<file path="src/rtl/rc4_crack_sequencer_pkg.sv">
`default_nettype none
// +-----------------------------------------------------------------------+
// | rc4_pkg                                                               |
// | Shared types for the RC4 key-search sequencer and its S-mem arbiter.  |
// | Revision: 1.0                                                         |
// +-----------------------------------------------------------------------+
package rc4_pkg;

    localparam int S_ADDR_W = 8;
    localparam int S_DATA_W = 8;

    typedef enum logic [3:0] {
        ST_IDLE      = 4'd0,
        ST_INIT_GO   = 4'd1,
        ST_INIT_WAIT = 4'd2,
        ST_KSA_GO    = 4'd3,
        ST_KSA_WAIT  = 4'd4,
        ST_COMP_GO   = 4'd5,
        ST_COMP_WAIT = 4'd6,
        ST_NEXT_KEY  = 4'd7,
        ST_FOUND     = 4'd8,
        ST_FAIL      = 4'd9
    } state_e;

    typedef enum logic [1:0] {
        OWN_NONE = 2'd0,
        OWN_INIT = 2'd1,
        OWN_KSA  = 2'd2,
        OWN_COMP = 2'd3
    } owner_e;

    function automatic owner_e owner_of(input state_e s);
        case (s)
            ST_INIT_GO, ST_INIT_WAIT: owner_of = OWN_INIT;
            ST_KSA_GO,  ST_KSA_WAIT:  owner_of = OWN_KSA;
            ST_COMP_GO, ST_COMP_WAIT: owner_of = OWN_COMP;
            default:                  owner_of = OWN_NONE;
        endcase
    endfunction

endpackage
`default_nettype wire

</file>
<file path="src/rtl/rc4_crack_sequencer_s_mem_arbiter.sv">
`default_nettype none
// +-----------------------------------------------------------------------+
// | s_mem_arbiter                                                         |
// | Combinational 3:1 S-memory port mux selected by the current owner.    |
// | Revision: 1.0                                                         |
// +-----------------------------------------------------------------------+
module s_mem_arbiter
    import rc4_pkg::*;
(
    input  owner_e                owner_i,
    input  logic [S_ADDR_W-1:0]   init_addr_i,
    input  logic [S_DATA_W-1:0]   init_data_i,
    input  logic                  init_wren_i,
    input  logic [S_ADDR_W-1:0]   ksa_addr_i,
    input  logic [S_DATA_W-1:0]   ksa_data_i,
    input  logic                  ksa_wren_i,
    input  logic [S_ADDR_W-1:0]   comp_addr_i,
    input  logic [S_DATA_W-1:0]   comp_data_i,
    input  logic                  comp_wren_i,
    output logic [S_ADDR_W-1:0]   s_addr_o,
    output logic [S_DATA_W-1:0]   s_data_o,
    output logic                  s_wren_o
);

    // Only the owning requester is ever selected, so stray writes are dropped.
    always_comb begin
        s_addr_o = '0;
        s_data_o = '0;
        s_wren_o = 1'b0;
        unique case (owner_i)
            OWN_INIT: begin
                s_addr_o = init_addr_i;
                s_data_o = init_data_i;
                s_wren_o = init_wren_i;
            end
            OWN_KSA: begin
                s_addr_o = ksa_addr_i;
                s_data_o = ksa_data_i;
                s_wren_o = ksa_wren_i;
            end
            OWN_COMP: begin
                s_addr_o = comp_addr_i;
                s_data_o = comp_data_i;
                s_wren_o = comp_wren_i;
            end
            OWN_NONE: begin
                s_addr_o = '0;
                s_data_o = '0;
                s_wren_o = 1'b0;
            end
        endcase
    end

endmodule
`default_nettype wire

</file>
<file path="src/rtl/rc4_crack_sequencer.sv">
`default_nettype none
// +-----------------------------------------------------------------------+
// | rc4_crack_sequencer                                                   |
// | Brute-force RC4 key search controller: init -> KSA -> compute per key.|
// | Revision: 1.0                                                         |
// +-----------------------------------------------------------------------+
module rc4_crack_sequencer
    import rc4_pkg::*;
#(
    parameter int                KEY_W     = 24,
    parameter logic [KEY_W-1:0]  KEY_START = '0,
    parameter logic [KEY_W-1:0]  KEY_LAST  = {KEY_W{1'b1}},
    parameter int                TMO_W     = 12
) (
    input  logic                 clk,
    input  logic                 rst,
    input  logic                 start,
    output logic                 init_start,
    input  logic                 init_done,
    output logic                 ksa_start,
    input  logic                 ksa_done,
    output logic                 comp_start,
    input  logic                 comp_done,
    input  logic                 msg_ok,
    input  logic [S_ADDR_W-1:0]  init_addr,
    input  logic [S_DATA_W-1:0]  init_data,
    input  logic                 init_wren,
    input  logic [S_ADDR_W-1:0]  ksa_addr,
    input  logic [S_DATA_W-1:0]  ksa_data,
    input  logic                 ksa_wren,
    input  logic [S_ADDR_W-1:0]  comp_addr,
    input  logic [S_DATA_W-1:0]  comp_data,
    input  logic                 comp_wren,
    output logic [S_ADDR_W-1:0]  s_addr,
    output logic [S_DATA_W-1:0]  s_data,
    output logic                 s_wren,
    output logic [KEY_W-1:0]     key,
    output logic                 busy,
    output logic                 found,
    output logic                 failed,
    output logic                 timeout
);

    // Last counter value before the limit; the next idle wait cycle times out.
    localparam logic [TMO_W-1:0] WDOG_LAST = {{(TMO_W-1){1'b1}}, 1'b0};

    state_e            state_q, state_d;
    owner_e            owner_q;
    logic [KEY_W-1:0]  key_q, key_d;
    logic [TMO_W-1:0]  wdog_q, wdog_d;
    logic              found_q, found_d;
    logic              failed_q, failed_d;
    logic              timeout_q, timeout_d;
    logic              w_waiting;
    logic              w_done;

    always_ff @(posedge clk) begin
        if (!rst) begin
            state_q   <= ST_IDLE;
            owner_q   <= OWN_NONE;
            key_q     <= KEY_START;
            wdog_q    <= '0;
            found_q   <= 1'b0;
            failed_q  <= 1'b0;
            timeout_q <= 1'b0;
        end else begin
            assert (KEY_LAST >= KEY_START)
                else $error("rc4_crack_sequencer: KEY_LAST below KEY_START");
            state_q   <= state_d;
            owner_q   <= owner_of(state_d);
            key_q     <= key_d;
            wdog_q    <= wdog_d;
            found_q   <= found_d;
            failed_q  <= failed_d;
            timeout_q <= timeout_d;
        end
    end

    always_comb begin
        state_d    = state_q;
        key_d      = key_q;
        wdog_d     = wdog_q;
        found_d    = found_q;
        failed_d   = failed_q;
        timeout_d  = timeout_q;
        init_start = 1'b0;
        ksa_start  = 1'b0;
        comp_start = 1'b0;
        w_waiting  = 1'b0;
        w_done     = 1'b0;

        case (state_q)
            ST_IDLE, ST_FOUND, ST_FAIL: begin
                if (start) begin
                    key_d     = KEY_START;
                    found_d   = 1'b0;
                    failed_d  = 1'b0;
                    timeout_d = 1'b0;
                    state_d   = ST_INIT_GO;
                end
            end
            ST_INIT_GO: begin
                init_start = 1'b1;
                wdog_d     = '0;
                state_d    = ST_INIT_WAIT;
            end
            ST_INIT_WAIT: begin
                w_waiting = 1'b1;
                w_done    = init_done;
                if (init_done) state_d = ST_KSA_GO;
            end
            ST_KSA_GO: begin
                ksa_start = 1'b1;
                wdog_d    = '0;
                state_d   = ST_KSA_WAIT;
            end
            ST_KSA_WAIT: begin
                w_waiting = 1'b1;
                w_done    = ksa_done;
                if (ksa_done) state_d = ST_COMP_GO;
            end
            ST_COMP_GO: begin
                comp_start = 1'b1;
                wdog_d     = '0;
                state_d    = ST_COMP_WAIT;
            end
            ST_COMP_WAIT: begin
                w_waiting = 1'b1;
                w_done    = comp_done;
                if (comp_done) begin
                    if (msg_ok) begin
                        found_d = 1'b1;
                        state_d = ST_FOUND;
                    end else if (key_q == KEY_LAST) begin
                        failed_d = 1'b1;
                        state_d  = ST_FAIL;
                    end else begin
                        state_d = ST_NEXT_KEY;
                    end
                end
            end
            ST_NEXT_KEY: begin
                key_d   = key_q + 1'b1;
                state_d = ST_INIT_GO;
            end
            default: state_d = ST_IDLE;
        endcase

        // A done strobe on the limit cycle wins because w_done blocks this path.
        if (w_waiting && !w_done) begin
            if (wdog_q == WDOG_LAST) begin
                failed_d  = 1'b1;
                timeout_d = 1'b1;
                state_d   = ST_FAIL;
            end else begin
                wdog_d = wdog_q + 1'b1;
            end
        end
    end

    assign busy    = !(state_q == ST_IDLE || state_q == ST_FOUND || state_q == ST_FAIL);
    assign key     = key_q;
    assign found   = found_q;
    assign failed  = failed_q;
    assign timeout = timeout_q;

    s_mem_arbiter u_arb (
        .owner_i     (owner_q),
        .init_addr_i (init_addr),
        .init_data_i (init_data),
        .init_wren_i (init_wren),
        .ksa_addr_i  (ksa_addr),
        .ksa_data_i  (ksa_data),
        .ksa_wren_i  (ksa_wren),
        .comp_addr_i (comp_addr),
        .comp_data_i (comp_data),
        .comp_wren_i (comp_wren),
        .s_addr_o    (s_addr),
        .s_data_o    (s_data),
        .s_wren_o    (s_wren)
    );

endmodule
`default_nettype wire

</file>
<file path="config.mk">
export PLATFORM = sky130hd
export DESIGN_NAME = rc4_crack_sequencer
export DESIGN_NICKNAME = d
export VERILOG_FILES = /design/src/rtl/rc4_crack_sequencer_pkg.sv /design/src/rtl/rc4_crack_sequencer_s_mem_arbiter.sv /design/src/rtl/rc4_crack_sequencer.sv
export SDC_FILE = /design/constraint.sdc
export NUM_CORES = 1
export LEC_CHECK = 0
export ABC_CLOCK_PERIOD_IN_PS = 2500
export BUFFER_PORTS_ARGS = -buffer_cell sky130_fd_sc_hd__buf_4
export CELL_PAD_IN_SITES_DETAIL_PLACEMENT = 2
export CELL_PAD_IN_SITES_GLOBAL_PLACEMENT = 2
export CORE_MARGIN = 2
export CORE_UTILIZATION = 27
export DETAILED_ROUTE_END_ITERATION = 6
export PLACE_DENSITY = 0.84
export SKIP_CTS_REPAIR_TIMING = 1
export SLEW_MARGIN = 20
export SYNTH_ARGS = -nofsm -noshare
export SYNTH_HDL_FRONTEND = slang
export SYNTH_SLANG_ARGS = --single-unit
</file>
<file path="constraint.sdc">
create_clock -name clk -period 2.5 [get_ports clk]
set_input_delay 0 -clock clk [delete_from_list [all_inputs] [get_ports clk]]
set_output_delay 0 -clock clk [all_outputs]
set_load 0.02 [all_outputs]
</file>
* After elaboration in Yosys (flattened, before gate mapping)
Index checks and enable logic that the tools add are counted.
** Storage, ports and cells
- Register bits after elaboration :: 45
- Input bits :: 58
- Word-level logic and storage cells :: 87
** Cells by class
- Add/subtract/negate cells :: 2
- Mux-type cells :: 38
- Reductions and logical operators :: 17
- Equal/unequal tests :: 23
** Operator list (count)
- case mux 8 bit (4 select lines) :: 2
- case mux 24 bit (2 select lines) :: 1
- two-way mux 12 bit :: 3
- two-way mux 4 bit :: 8
- case mux 4 bit (8 select lines) :: 1
- equality test 4 x 3 -> 1 bit, second input constant :: 7
- adder 24 x 1 -> 24 bit, second input constant :: 1
- equality test 24 bit, second input constant :: 1
- two-way mux 24 bit :: 1
- two-way mux 1 bit :: 17
- equality test 4 x 2 -> 1 bit, second input constant :: 4
- adder 12 x 1 -> 12 bit, second input constant :: 1
- equality test 12 bit, second input constant :: 1
- OR reduction 3 bit :: 3
- equality test 4 x 1 -> 1 bit, second input constant :: 2
- equality test 4 bit, second input constant :: 2
- inequality test 2 bit, second input constant :: 3
- case mux 2 bit (3 select lines) :: 1
- OR reduction 2 bit :: 3
- equality test 2 bit, second input constant :: 2
- logical NOT 4 bit :: 1
- case mux 1 bit (2 select lines) :: 2
- case mux 1 bit (4 select lines) :: 1
- AND reduction 4 bit :: 1
- 8 further kinds :: 11

* Longest topological paths before layout
Gate-level depths: netlist of the first run.
- Depth in word-level cells :: 10
- Mapped depth :: 8
- Gate-level depth less buffers :: 8

* Cells and area by module
A second synthesis of the first run with hierarchy kept.
** Second synthesis, totals
- Cells, all modules :: 349
- Area total of the unflattened synthesis :: 2909.0 um^2
** Modules (own cells, without submodules)
- rc4_crack_sequencer :: times used 1, seq. area each 900.9 um^2, cells each 308, area an instance 2454.9 um^2
- s_mem_arbiter :: times used 1, seq. area each 0.0 um^2, cells each 41, area an instance 454.2 um^2

* Worst setup path after synthesis of the first run
No wires, ideal clock.
- Path type :: reg-to-reg
- Start :: register key_q[4] (netlist: key[4])
- End :: register key_q[19] (netlist: key[19])
- Path slack :: 0.478 ns
- Buffers on the path :: 1
- Clock period less this slack :: 2.022 ns
- Required time :: 2.385 ns
- Stages on the path, launching flop included :: 8
- Arrival :: 1.907 ns
- Cell sequence :: dfxtp_1 nand4_4 or4b_1 buf_4 nor3_4 nand3_1 mux2i_1 and2_1
** On the way
- Longest elaborated chain between the ends :: 2
** Ends and longest elaborated chain
- from (decl) :: line rc4_crack_sequencer.sv:49 : logic [KEY_W-1:0] key_q, key_d;
- from (signal assigned) :: line rc4_crack_sequencer.sv:71 : key_q <= key_d;
- adder 24 x 1 -> 24 bit :: line rc4_crack_sequencer.sv:143 : key_d = key_q + 1'b1;
- case mux 24 bit (2 select lines) :: line rc4_crack_sequencer.sv:92 : case (state_q)
No other way between the ends.
A chain may end at the register's enable or synchronous reset.

* Final worst setup path of the first run
- Start :: register key_q[2] (netlist: key[2])
- End :: register key_q[19] (netlist: key[19])
The elaborated chain is that of the path after synthesis.

==> metrics.md, run 1 <==
| Metric | Value |
|---|---|
| Status | `finished, final reports clean` |
| Remaining Overflow, GRT | `0` |
| Max-cap violations | `0` |
| Sequential cell area | `901 sq um` |
| CTS Buf Count | `5` |
| Die height | `between 100 and 150 um` |
| Total track usage | `0.183` |
| Metal3 WL | `roughly 540 um` |
| Fin nets | `511` |
| Top sig layer | `met4` |
| CP cell instances | `and4_1, or4b_1, nor3_4, nand3_1, mux2i_1, and2_1` |
| DP Area | `between 3000 and 4000 sq um` |
| PwrDens | `a little over 500 nW/um^2` |
| CP arrival | `2.43 ns` |
| M1 WL | `approximately 4400 um` |
| Clock Latency Late Sink | `0.30 ns` |
| Initial antenna violation count | `0` |
| Critical path capture point type | `register` |
| CP max FO | `10` |
| Mapped Nets | `between 400 and 500` |
| Final worst setup slack | `0.278 ns` |
| Clock sink total | `45` |
| Top Ports | `roughly 110` |
| Peak VDD IR | `between 0.0002 and 0.00025 V` |
| Slew margin rel. | `0.485` |
| Fin Clk Skew | `0.0119 ns` |
| Via Count | `about 3000` |
| Die X | `~110 um` |
| HP Start | `rst` |
| Number of port buffers | `around 110` |
| Most frequent cell after synthesis | `dfxtp_1` |
| Hold Path Depth | `2` |
| Routed WL | `just over 10000 um` |
| Core area | `10300 sq um` |
| CP delay by family, top | `simple AND/OR/NAND/NOR gates` |
| Req. time, crit path | `2.71 ns` |
| Final GP Congestion | `around 0.79` |
| Pre-CTS setup slack | `roughly 0.28 ns` |
| TritonRoute pass-1 iters | `4` |
| Ys flop type | `dfxtp_1` |
| # diodes | `0` |
| Synth unique cells | `between 50 and 60` |
| Cell count after synthesis | `344` |
| Area of the multi-input gates | `~1800 sq um` |
| Most area-hungry cell type in the Yosys netlist | `dfxtp_1` |
| Tmin final | `around 2.2 ns` |
| DRC viols | `0` |
| CP max-delay cell | `or4b_1` |
| R2R cell count | `6` |
| Worst R2R Start | `key[2]$_SDFFE_PN0P_` |
| Met2 Wirelength | `between 5000 and 6000 um` |
| Final instance area | `3910 sq um` |
| Seq cells post-synth | `45` |
| RSZ-0062 raised after global routing | `false` |
| P&R area growth vs syn | `38.0%` |
| Reg-to-reg setup timing slack | `around 0.28 ns` |
| Wire length per cell | `~18 um` |
| WP depth | `6` |
| Die Area | `about 11000 sq um` |
| 1st-iter DRT viols | `80` |
| Largest net degree at the start of global routing | `32` |
| Warnings from Yosys | `0` |
| Worst Hold Class | `in -> reg` |
| Fraction of layout cells with a size suffix above 1 | `0.331` |
| Critical path startpoint category | `register` |
| Site Rows | `37` |
| Worst-margin pin slew | `~0.77 ns` |
| Number of global-route vias before repair | `around 3200` |
| First-pass GRT wire length | `around 17000 um` |
| Final period utilization | `0.889` |
| Sequential area share after synthesis | `0.318` |
| Max Fclk | `approximately 450 MHz` |
| Post-synth top area share | `0.318` |
| Mean Syn Cell Area | `approximately 8 sq um` |
| Initial Utilization | `0.276` |
| CTS H-tree depth | `2` |
| WHS Endpoint | `key[14]$_SDFFE_PN0P_` |
| Leakage | `approximately 1.6 nW` |
| Max Root-Sink Buffers | `2` |
| CTS tree | `built` |
| Critical path type | `reg -> reg` |
| Endpoints failing setup | `0` |
| Fillers | `1182` |
| Final slew viol count | `0` |
| Synth top cells by count | `dfxtp_1 (45), nand2_1 (39), nor2_1 (29)` |
| Vias per cell | `around 5.1` |
| Largest cells by area after synthesis | `dfxtp_1 (32%), mux2_2 (6.8%), a22o_1 (5.3%)` |
| Cell Area, Synth | `2830 sq um` |
| Clk slew on worst S/H paths | `about 0.090 ns` |
| RR Endpoint | `key[19]$_SDFFE_PN0P_` |
| Routed Antenna Nets | `0` |
| Clk Tree Root Cell | `clkbuf_8` |
| WHS | `around 0.095 ns` |
| Slowest stage delay, CP | `around 0.7 ns` |
| Post-route setup TNS | `0 ns` |
| Post-synth EDFFs | `0` |
| Buffers & Inverters on Critical Path | `0` |
| Final core utilization | `0.380` |
| Final Hold Viols | `0` |
| HPWL Detailed | `slightly below 8000 um` |
| Share of flip-flops with an asynchronous set or reset | `0` |
-- cell type report --
| cell class | count | area share |
|---|---|---|
| Timing Repair Buffer | 116 | 0.223 |
| Clock inverter | 2 | 0.00896 |
| Sequential cell | 45 | 0.230 |
| Tap cell | 136 | 0.0435 |
| Inverter | 7 | 0.00672 |
| Multi-Input combinational cell | 275 | 0.470 |
| Clock buffer | 5 | 0.0176 |
-- worst max-delay path by stage --
stage | startpoint | to | slack [ns]
6_report | key[2]$_SDFFE_PN0P_ | key[19]$_SDFFE_PN0P_ | 0.28
2_1_floorplan | key[4]$_SDFFE_PN0P_ | key[19]$_SDFFE_PN0P_ | 0.48
5_1_grt | key[17]$_SDFFE_PN0P_ | owner_q[0]$_SDFF_PN0_ | 0.05
4_1_cts | key[2]$_SDFFE_PN0P_ | key[19]$_SDFFE_PN0P_ | 0.24
3_5_place_dp | key[2]$_SDFFE_PN0P_ | key[19]$_SDFFE_PN0P_ | 0.28
3_3_place_gp | key[17]$_SDFFE_PN0P_ | owner_q[1]$_SDFF_PN0_ | 0.36
-- registers in the layout (all words and copies together) (netlist names) --
name and cells:
key 24, wdog_q 12, state_q 4, owner_q 2, failed 1, found 1
timeout 1
-- layer usage --
| metal | vias up | GRT usage |
|---|---|---|
| li1 | 1451 | - |
| met1 | 1465 | 0.213 |
| met3 | 6 | 0.0337 |
| met2 | 88 | 0.344 |
| met4 | 0 | 0.0399 |
| met5 | - | 0 |
-- worst reg2reg max path, cell delays in order, from the launching register on --
cell     delay (ns)
dfxtp_1        0.43
and4_1         0.32
or4b_1         0.71
nor3_4         0.26
nand3_1        0.13
mux2i_1        0.14
and2_1         0.15
-- where the power goes --
group	switching [mW]	internal [mW]	total, mW
Clock	0.254	0.291	0.545
Combinational	0.345	0.322	0.667
Sequential	0.0503	0.733	0.783
Total	0.649	1.35	1.99
-- per-stage QoR --
step	power [mW]	std cells
3_5_place_dp	1.47	579
2_1_floorplan	1.18	344
5_1_grt	2.11	586
3_3_place_gp	1.45	579
4_1_cts	2.03	586
6_report	1.99	586
-- logic make-up (layout without fill, tap and decap cells) --
group	Yosys count	after routing	share of synthesized area
xor+xnor	15	15	0.0464
compound gates	71	71	0.171
mux	23	23	0.0888
fa+ha+maj	3	3	0.0133
buf+inv	24	130	0.0331
simple gates	163	163	0.330
flops	45	45	0.318
-- cell usage in the layout, fill, tap and decap left out, types with 10 or more instances in the layout --
cell,netlist,routed
nor2_1,29,29
nand2_1,39,39
a22o_1,17,17
nand3_1,17,17
a21oi_1,11,11
dfxtp_1,45,45
buf_4,1,116
and2_1,13,13
mux2_2,17,17
nand4_1,10,10
Power figures use the tool's default switching activity.
==> run 2, diff against run 1 <==
- ABC_AREA: default -> 1
- CORE_UTILIZATION: 27 -> 25
- PLACE_DENSITY: 0.84 -> 0.86
==> run 2 against run 1 <==
The run now ends with hold timing left. Combinational power up 16%. Sequential power down 1%. Area after synthesis down 1.2%. Maximum frequency up 9.4%. Final cell count up 19%. Synthesized cell count up 30%. Clock-buffer cell count up 1. Critical path type unchanged. Largest cell class unchanged. Largest power group unchanged.
==> metrics.md, run 2 <==
| Metric | Value |
|---|---|
| Final Hold Viols | `1 (was 0)` |
| Die height | `110 um (was 106 um)` |
| Status | `finished with violations (was finished, final reports clean)` |
| Initial Utilization | `0.257 (was 0.276)` |
| Worst setup path start | `key[0]$_SDFFE_PN0P_ (was key[2]$_SDFFE_PN0P_)` |
| Most area-hungry cell type in the Yosys netlist | `dfxtp_1 (unchanged)` |
| Routed WL | `11600 um (was 10300 um)` |
| CTS Buf Count | `5 (unchanged)` |
| Internal power | `1.36 mW (was 1.35 mW)` |
| CP arrival | `2.23 ns (was 2.43 ns)` |
| Critical path startpoint category | `register (unchanged)` |
| Slowest stage delay, CP | `0.43 ns (was 0.71 ns)` |
| Area of the multi-input gates | `1660 sq um (was 1840 sq um)` |
| Most common cell after layout, fill and taps aside | `nand2_1 (was buf_4)` |
| Clock share of power | `0.280 (was 0.273)` |
| Total track usage | `0.195 (was 0.183)` |
| Max Root-Sink Buffers | `2 (unchanged)` |
| R2R cell count | `14 (was 6)` |
| Clk slew on worst S/H paths | `0.09 ns (about the same)` |
| Core area | `10900 sq um (was 10300 sq um)` |
| Top Ports | `106 (unchanged)` |
| Max reg flops | `24 (unchanged)` |
| Peak VDD IR | `0.000301 V (was 0.000231 V)` |
| Post-route setup TNS | `0 ns (unchanged)` |
| PwrDens | `555 nW/um^2 (was 510 nW/um^2)` |
| M2 GR Usage | `0.371 (was 0.344)` |
| TritonRoute pass-1 iters | `4 (unchanged)` |
| Via Count | `3429 (was 3010)` |
| CP cell instances | `ha_1, nand2_1, nor2_1, nand2_2, nor2_4, nand2_1, nand2_1, nand2_1, nand2_1, nand2_1, nand3_2, nand2_1, nand2_1, nor2_1 (was and4_1, or4b_1, nor3_4, nand3_1, mux2i_1, and2_1)` |
| Synth unique cells | `36 (was 53)` |
| Slew margin rel. | `0.608 (was 0.485)` |
| Mapped Nets | `509 (was 405)` |
| Cell Area, Synth | `2800 sq um (was 2830 sq um)` |
| Initial antenna violation count | `0 (unchanged)` |
| 1st-iter DRT viols | `90 (was 80)` |
| Post-synth top area share | `0.322 (was 0.318)` |
| Crit-path most repeated cell | `nand2_1` |
| M1 GR Usage | `0.224 (was 0.213)` |
| WHS | `-0.0139 ns (was 0.0949 ns)` |
| HPWL Detailed | `9210 um (was 7910 um)` |
| Share of flip-flops with an asynchronous set or reset | `0 (unchanged)` |
| Final GP Congestion | `0.825 (was 0.794)` |
| WP depth | `14 (was 6)` |
| Final slew viol count | `0 (unchanged)` |
| Worst Hold Class | `in -> reg (unchanged)` |
| Die X | `110 um (was 106 um)` |
| Violated checks | `hold timing` |
| First-pass GRT wire length | `18600 um (was 16600 um)` |
| Remaining Overflow, GRT | `0 (unchanged)` |
| Seq pwr share | `0.360 (was 0.393)` |
| Site Rows | `38 (was 37)` |
| Buffers & Inverters on Critical Path | `0 (unchanged)` |
| CP max-delay cell | `dfxtp_1 (was or4b_1)` |
| Final core utilization | `0.356 (was 0.380)` |
| DRC viols | `0 (unchanged)` |
| Critical path type | `reg -> reg (unchanged)` |
| Wire length per cell | `16.6 um (was 17.5 um)` |
| CTS H-tree depth | `2 (unchanged)` |
| Seq cells post-synth | `45 (unchanged)` |
| Fin Clk Skew | `0.00895 ns (was 0.0119 ns)` |
| Endpoints failing setup | `0 (unchanged)` |
| Comb pwr share | `0.360 (was 0.334)` |
| Most frequent cell after synthesis | `nand2_1 (was dfxtp_1)` |
| Tmin final | `2.03 ns (was 2.22 ns)` |
| Largest cells by area after synthesis | `dfxtp_1 (32%), nand2_1 (18%), nand3_1 (6.8%) (was dfxtp_1 (32%), mux2_2 (6.8%), a22o_1 (5.3%))` |
| Most frequent cells in the layout | `nand2_1 (136), buf_4 (109), inv_1 (50) (was buf_4 (116), dfxtp_1 (45), nand2_1 (39))` |
| Fillers | `1327 (was 1182)` |
| Leakage | `1.66 nW (was 1.65 nW)` |
| Clock Latency Late Sink | `0.31 ns (was 0.30 ns)` |
| GR peak layer | `met2 (unchanged)` |
| RR Endpoint | `owner_q[1]$_SDFF_PN0_ (was key[19]$_SDFFE_PN0P_)` |
| Max-cap violations | `0 (unchanged)` |
| Sequential area share after synthesis | `0.322 (was 0.318)` |
| Fraction of layout cells with a size suffix above 1 | `0.257 (was 0.331)` |
| Cell count after synthesis | `448 (was 344)` |
| Critical path capture point type | `register (unchanged)` |
| Max Fclk | `492 MHz (was 450 MHz)` |
| Mean Syn Cell Area | `6.24 sq um (was 8.23 sq um)` |
| RSZ-0062 raised after global routing | `false (unchanged)` |
| # diodes | `0 (unchanged)` |
| Number of global-route vias before repair | `3668 (was 3199)` |
| Vias per cell | `4.93 (was 5.14)` |
| CP delay by family, top | `simple AND/OR/NAND/NOR gates (unchanged)` |
| P&R area growth vs syn | `38.6% (was 38.0%)` |
| Req. time, crit path | `2.69 ns (was 2.71 ns)` |
| Largest net degree at the start of global routing | `20 (was 32)` |
| Die Area | `12100 sq um (was 11300 sq um)` |
| Routed Antenna Nets | `0 (unchanged)` |
| CP max FO | `5 (was 10)` |
| Post-synth EDFFs | `0 (unchanged)` |
| Clock sink total | `45 (unchanged)` |
| CTS tree | `built (unchanged)` |
| Clk Tree Root Cell | `clkbuf_8 (unchanged)` |
| Reg-to-reg setup timing slack | `0.47 ns (was 0.28 ns)` |
| Sequential cell area | `901 sq um (unchanged)` |
| Worst-margin pin slew | `0.584 ns (was 0.771 ns)` |
| Fin nets | `616 (was 511)` |
| Switching fraction of total power | `0.370 (was 0.325)` |
| Switching power | `795 uW (was 649 uW)` |
| Final period utilization | `0.813 (was 0.889)` |
| Worst R2R Start | `key[0]$_SDFFE_PN0P_ (was key[2]$_SDFFE_PN0P_)` |
| Ys flop type | `dfxtp_1 (unchanged)` |
| Warnings from Yosys | `0 (unchanged)` |
| Synth top cells by count | `nand2_1 (136), inv_1 (50), nor2_1 (46), dfxtp_1 (45), nand3_1 (38) (was dfxtp_1 (45), nand2_1 (39), nor2_1 (29))` |
| GR Layer Usage met3 | `0.0332 (was 0.0337)` |
| Worst Setup EP | `owner_q[1]$_SDFF_PN0_ (was key[19]$_SDFFE_PN0P_)` |
| Number of port buffers | `105 (unchanged)` |
-- run 2: final cells by class --
cell class	instances	share of cell area
clock buffer	6	0.0213
clock inverter	2	0.00968
inverter	55	0.0533
multi-input combinational	339	0.427
sequential	45	0.232
tap	140	0.0452
timing repair buffer	109	0.211
-- run 2: worst min path at each step --
stage                start            endpoint  slack [ns]  depth (start not counted)
5_1_grt          comp_done  found$_SDFFE_PN0P_        0.02                          3
4_1_cts          comp_done  found$_SDFFE_PN0P_       -0.02                          3
6_report         comp_done  found$_SDFFE_PN0P_       -0.01                          3
2_1_floorplan    comp_done  found$_SDFFE_PN0P_        0.14                          2
3_3_place_gp   ksa_data[2]           s_data[2]        0.30                          4
3_5_place_dp   ksa_addr[2]           s_addr[2]        0.31                          4
-- run 2: per-layer routing --
metal,up-vias,wire (um)
met3,12,749
li1,1674,-
met4,0,137
met2,92,5880
met1,1651,4810
met5,-,0
-- run 2: cell families (layout without fill, tap and decap cells) --
group,after synthesis,count (layout),share of synthesized area
compound gates,68,68,0.142
flops,45,45,0.322
fa+ha+maj,3,3,0.0134
simple gates,267,267,0.433
xor+xnor,1,1,0.00313
buf+inv,64,172,0.0863
-- run 2: power groups by stage --
stage	registers (mW)	clock network [mW]	logic, mW
2_1_floorplan	0.784	0	0.440
3_3_place_gp	0.787	0	0.752
3_5_place_dp	0.790	0	0.785
4_1_cts	0.774	0.618	0.788
5_1_grt	0.778	0.648	0.862
6_report	0.774	0.602	0.774
-- run 2: stage by stage --
step / power [mW] / instance area [sq um] / hold WS (ns) / worst slack (ns) / cells
2_1_floorplan: 1.22 / 2800 / 0.145 / 0.672 / 448
3_3_place_gp: 1.54 / 3760 / 0.301 / 0.638 / 688
3_5_place_dp: 1.58 / 3760 / 0.311 / 0.524 / 688
4_1_cts: 2.18 / 3880 / -0.0167 / 0.445 / 696
5_1_grt: 2.29 / 3880 / 0.0169 / 0.157 / 696
6_report: 2.15 / 3880 / -0.0139 / 0.468 / 696
-- run 2: worst reg2reg max path, stage by stage, from the launching register on --
cell and delay (ns):
dfxtp_1 0.43, ha_1 0.20, nand2_1 0.08, nor2_1 0.21
nand2_2 0.14, nor2_4 0.15, nand2_1 0.10, nand2_1 0.10
nand2_1 0.06, nand2_1 0.08, nand2_1 0.12, nand3_2 0.10
nand2_1 0.06, nand2_1 0.07, nor2_1 0.04
==> run 3, diff against run 2 <==
- ABC_CLOCK_PERIOD_IN_PS: 2500 -> 1800
- CORE_UTILIZATION: 25 -> 22
- PLACE_DENSITY: 0.86 -> 0.8
- clock period: 2.5 -> 1.8 ns (I/O delays scaled with it)
==> run 3 against run 2 <==
Critical path type unchanged. Power rose by 49%. Flip-flop and latch count did not move. Largest cell class unchanged. Critical path depth fell by 5. Sequential share of layout area fell by 1.9 points. Largest power group is now combinational logic. The flow now finishes without violations.
==> metrics.md, run 3 (synthesis gave the netlist of run 2 again) <==
| Metric | Value |
|---|---|
| Status | `finished, final reports clean (was finished with violations)` |
| Most common cell after layout, fill and taps aside | `buf_4 (was nand2_1)` |
| Fin nets | `647 (was 616)` |
| Worst R2R Start | `state_q[3]$_SDFF_PN0_ (was key[0]$_SDFFE_PN0P_)` |
| Critical path startpoint category | `register (unchanged)` |
| Initial Utilization | `0.224 (was 0.257)` |
| Routed WL | `11900 um (was 11600 um)` |
| Post-route setup TNS | `0 ns (unchanged)` |
| Vias per cell | `4.63 (was 4.93)` |
| DRC viols | `0 (unchanged)` |
| Die height | `117 um (was 110 um)` |
| CTS H-tree depth | `2 (unchanged)` |
| HP Start | `comp_done (unchanged)` |
| P&R area growth vs syn | `54.2% (was 38.6%)` |
| Max Root-Sink Buffers | `2 (unchanged)` |
| Routed Antenna Nets | `0 (unchanged)` |
| Wire length per cell | `15.7 um (was 16.6 um)` |
| Final GP Congestion | `0.833 (was 0.825)` |
| Total track usage | `0.170 (was 0.195)` |
| PwrDens | `742 nW/um^2 (was 555 nW/um^2)` |
| Hold Path Depth | `3 (unchanged)` |
| Worst Hold Class | `in -> reg (unchanged)` |
| Fin Clk Skew | `0.00892 ns (was 0.00895 ns)` |
| HPWL Detailed | `9190 um (was 9210 um)` |
| Via Count | `3511 (was 3429)` |
| Clk Tree Root Cell | `clkbuf_16 (was clkbuf_8)` |
| Peak VDD IR | `0.000321 V (was 0.000301 V)` |
| TritonRoute pass-1 iters | `4 (unchanged)` |
| WHS Endpoint | `found$_SDFFE_PN0P_ (unchanged)` |
| Clock Latency Late Sink | `0.29 ns (was 0.31 ns)` |
| Final Hold Viols | `0 (was 1)` |
| Most frequent cells in the layout | `buf_4 (139), nand2_1 (126), inv_1 (46) (was nand2_1 (136), buf_4 (109), inv_1 (50))` |
| CP arrival | `1.90 ns (was 2.23 ns)` |
| Largest net degree at the start of global routing | `20 (unchanged)` |
| Top Ports | `106 (unchanged)` |
| Number of global-route vias before repair | `3705 (was 3668)` |
| Initial antenna violation count | `0 (unchanged)` |
| Die Area | `13600 sq um (was 12100 sq um)` |
| # diodes | `0 (unchanged)` |
| Die X | `117 um (was 110 um)` |
| Reg-to-reg setup timing slack | `0.1 ns (was 0.47 ns)` |
| RR Endpoint | `wdog_q[1]$_SDFF_PN0_ (was owner_q[1]$_SDFF_PN0_)` |
| Number of port buffers | `105 (unchanged)` |
| Max Fclk | `587 MHz (was 492 MHz)` |
| Critical path type | `reg -> reg (unchanged)` |
| Clk slew on worst S/H paths | `0.07 ns (was 0.09 ns)` |
| CP max FO | `6 (was 5)` |
| Final instance area | `4320 sq um (was 3880 sq um)` |
| Max reg flops | `24 (unchanged)` |
| Slew margin rel. | `0.663 (was 0.608)` |
| Endpoints failing setup | `0 (unchanged)` |
| Site Rows | `41 (was 38)` |
| 1st-iter DRT viols | `112 (was 90)` |
| Fraction of layout cells with a size suffix above 1 | `0.365 (was 0.257)` |
| Clock sink total | `45 (unchanged)` |
| Core area | `12500 sq um (was 10900 sq um)` |
| Critical path capture point type | `register (unchanged)` |
| Remaining Overflow, GRT | `0 (unchanged)` |
| Final slew viol count | `0 (unchanged)` |
| Final period utilization | `0.947 (was 0.813)` |
| CTS Buf Count | `5 (unchanged)` |
| CTS tree | `built (unchanged)` |
| Req. time, crit path | `1.99 ns (was 2.69 ns)` |
| Tmin final | `1.70 ns (was 2.03 ns)` |
| Fillers | `1528 (was 1327)` |
| Leakage | `1.86 nW (was 1.66 nW)` |
| DP Area | `3960 sq um (was 3760 sq um)` |
| R2R cell count | `9 (was 14)` |
| Worst-margin pin slew | `0.502 ns (was 0.584 ns)` |
| Max-cap violations | `0 (unchanged)` |
| First-pass GRT wire length | `18600 um (about the same)` |
run 3: changes by cell type in the layout (fill, tap and decap cells not counted), sizes merged:
cell	delta
buf	+31
bufinv	-1
clkinv	-1
inv	+1
run 3: final cells by class:
| class | count | area, sq um | share of cell area |
|---|---|---|---|
| Tap cell | 172 | 215 | 0.0499 |
| Sequential cell | 45 | 921 | 0.213 |
| Clock inverter | 1 | 7.51 | 0.00174 |
| Inverter | 55 | 206 | 0.0478 |
| Clock buffer | 6 | 139 | 0.0322 |
| Timing Repair Buffer | 140 | 1060 | 0.246 |
| Multi-Input combinational cell | 339 | 1760 | 0.409 |
run 3: where the power goes:
part	internal, mW	total [mW]	switching (mW)
Clock	0.546	0.948	0.402
Combinational	0.467	1.18	0.711
Sequential	1.03	1.08	0.0470
run 3: worst max-delay path by stage:
stage	startpoint	endpoint	depth (start not counted)
after floorplan	key[0]$_SDFFE_PN0P_	key[22]$_SDFFE_PN0P_	10
after global placement	key[1]$_SDFFE_PN0P_	owner_q[1]$_SDFF_PN0_	14
after detailed placement	key[1]$_SDFFE_PN0P_	key[22]$_SDFFE_PN0P_	10
after CTS	key[1]$_SDFFE_PN0P_	owner_q[1]$_SDFF_PN0_	14
after global routing	state_q[3]$_SDFF_PN0_	wdog_q[1]$_SDFF_PN0_	9
final	state_q[3]$_SDFF_PN0_	wdog_q[1]$_SDFF_PN0_	9
run 3: worst max-delay path: stages, from the launching register on:
cell	delay, ns
dfxtp_2	0.42
inv_2	0.07
nand2_2	0.12
nor3_4	0.07
nand2_2	0.09
nand4_1	0.18
nor2_4	0.25
buf_4	0.18
nor2_1	0.05
a211oi_1	0.18
run 3: layer usage:
layer,global-route usage,share of wire,up-vias
li1,-,-,1731
met1,0.219,0.44,1713
met2,0.307,0.52,60
met3,0.0216,0.035,7
met4,0.0329,0.0072,0
met5,0,0,-
run 3: metrics by stage:
stage	hold slack (ns)	utilization	instances	setup slack (ns)	power [mW]
after floorplan	0.145	-	448	0.0767	1.70
after global placement	0.295	0.317	742	0.0685	2.19
after detailed placement	0.313	0.317	742	-0.0851	2.23
after CTS	0.0205	0.328	749	-0.124	3.19
after global routing	0.0309	0.345	758	-0.0401	3.40
final	0.0282	0.345	758	0.0954	3.20
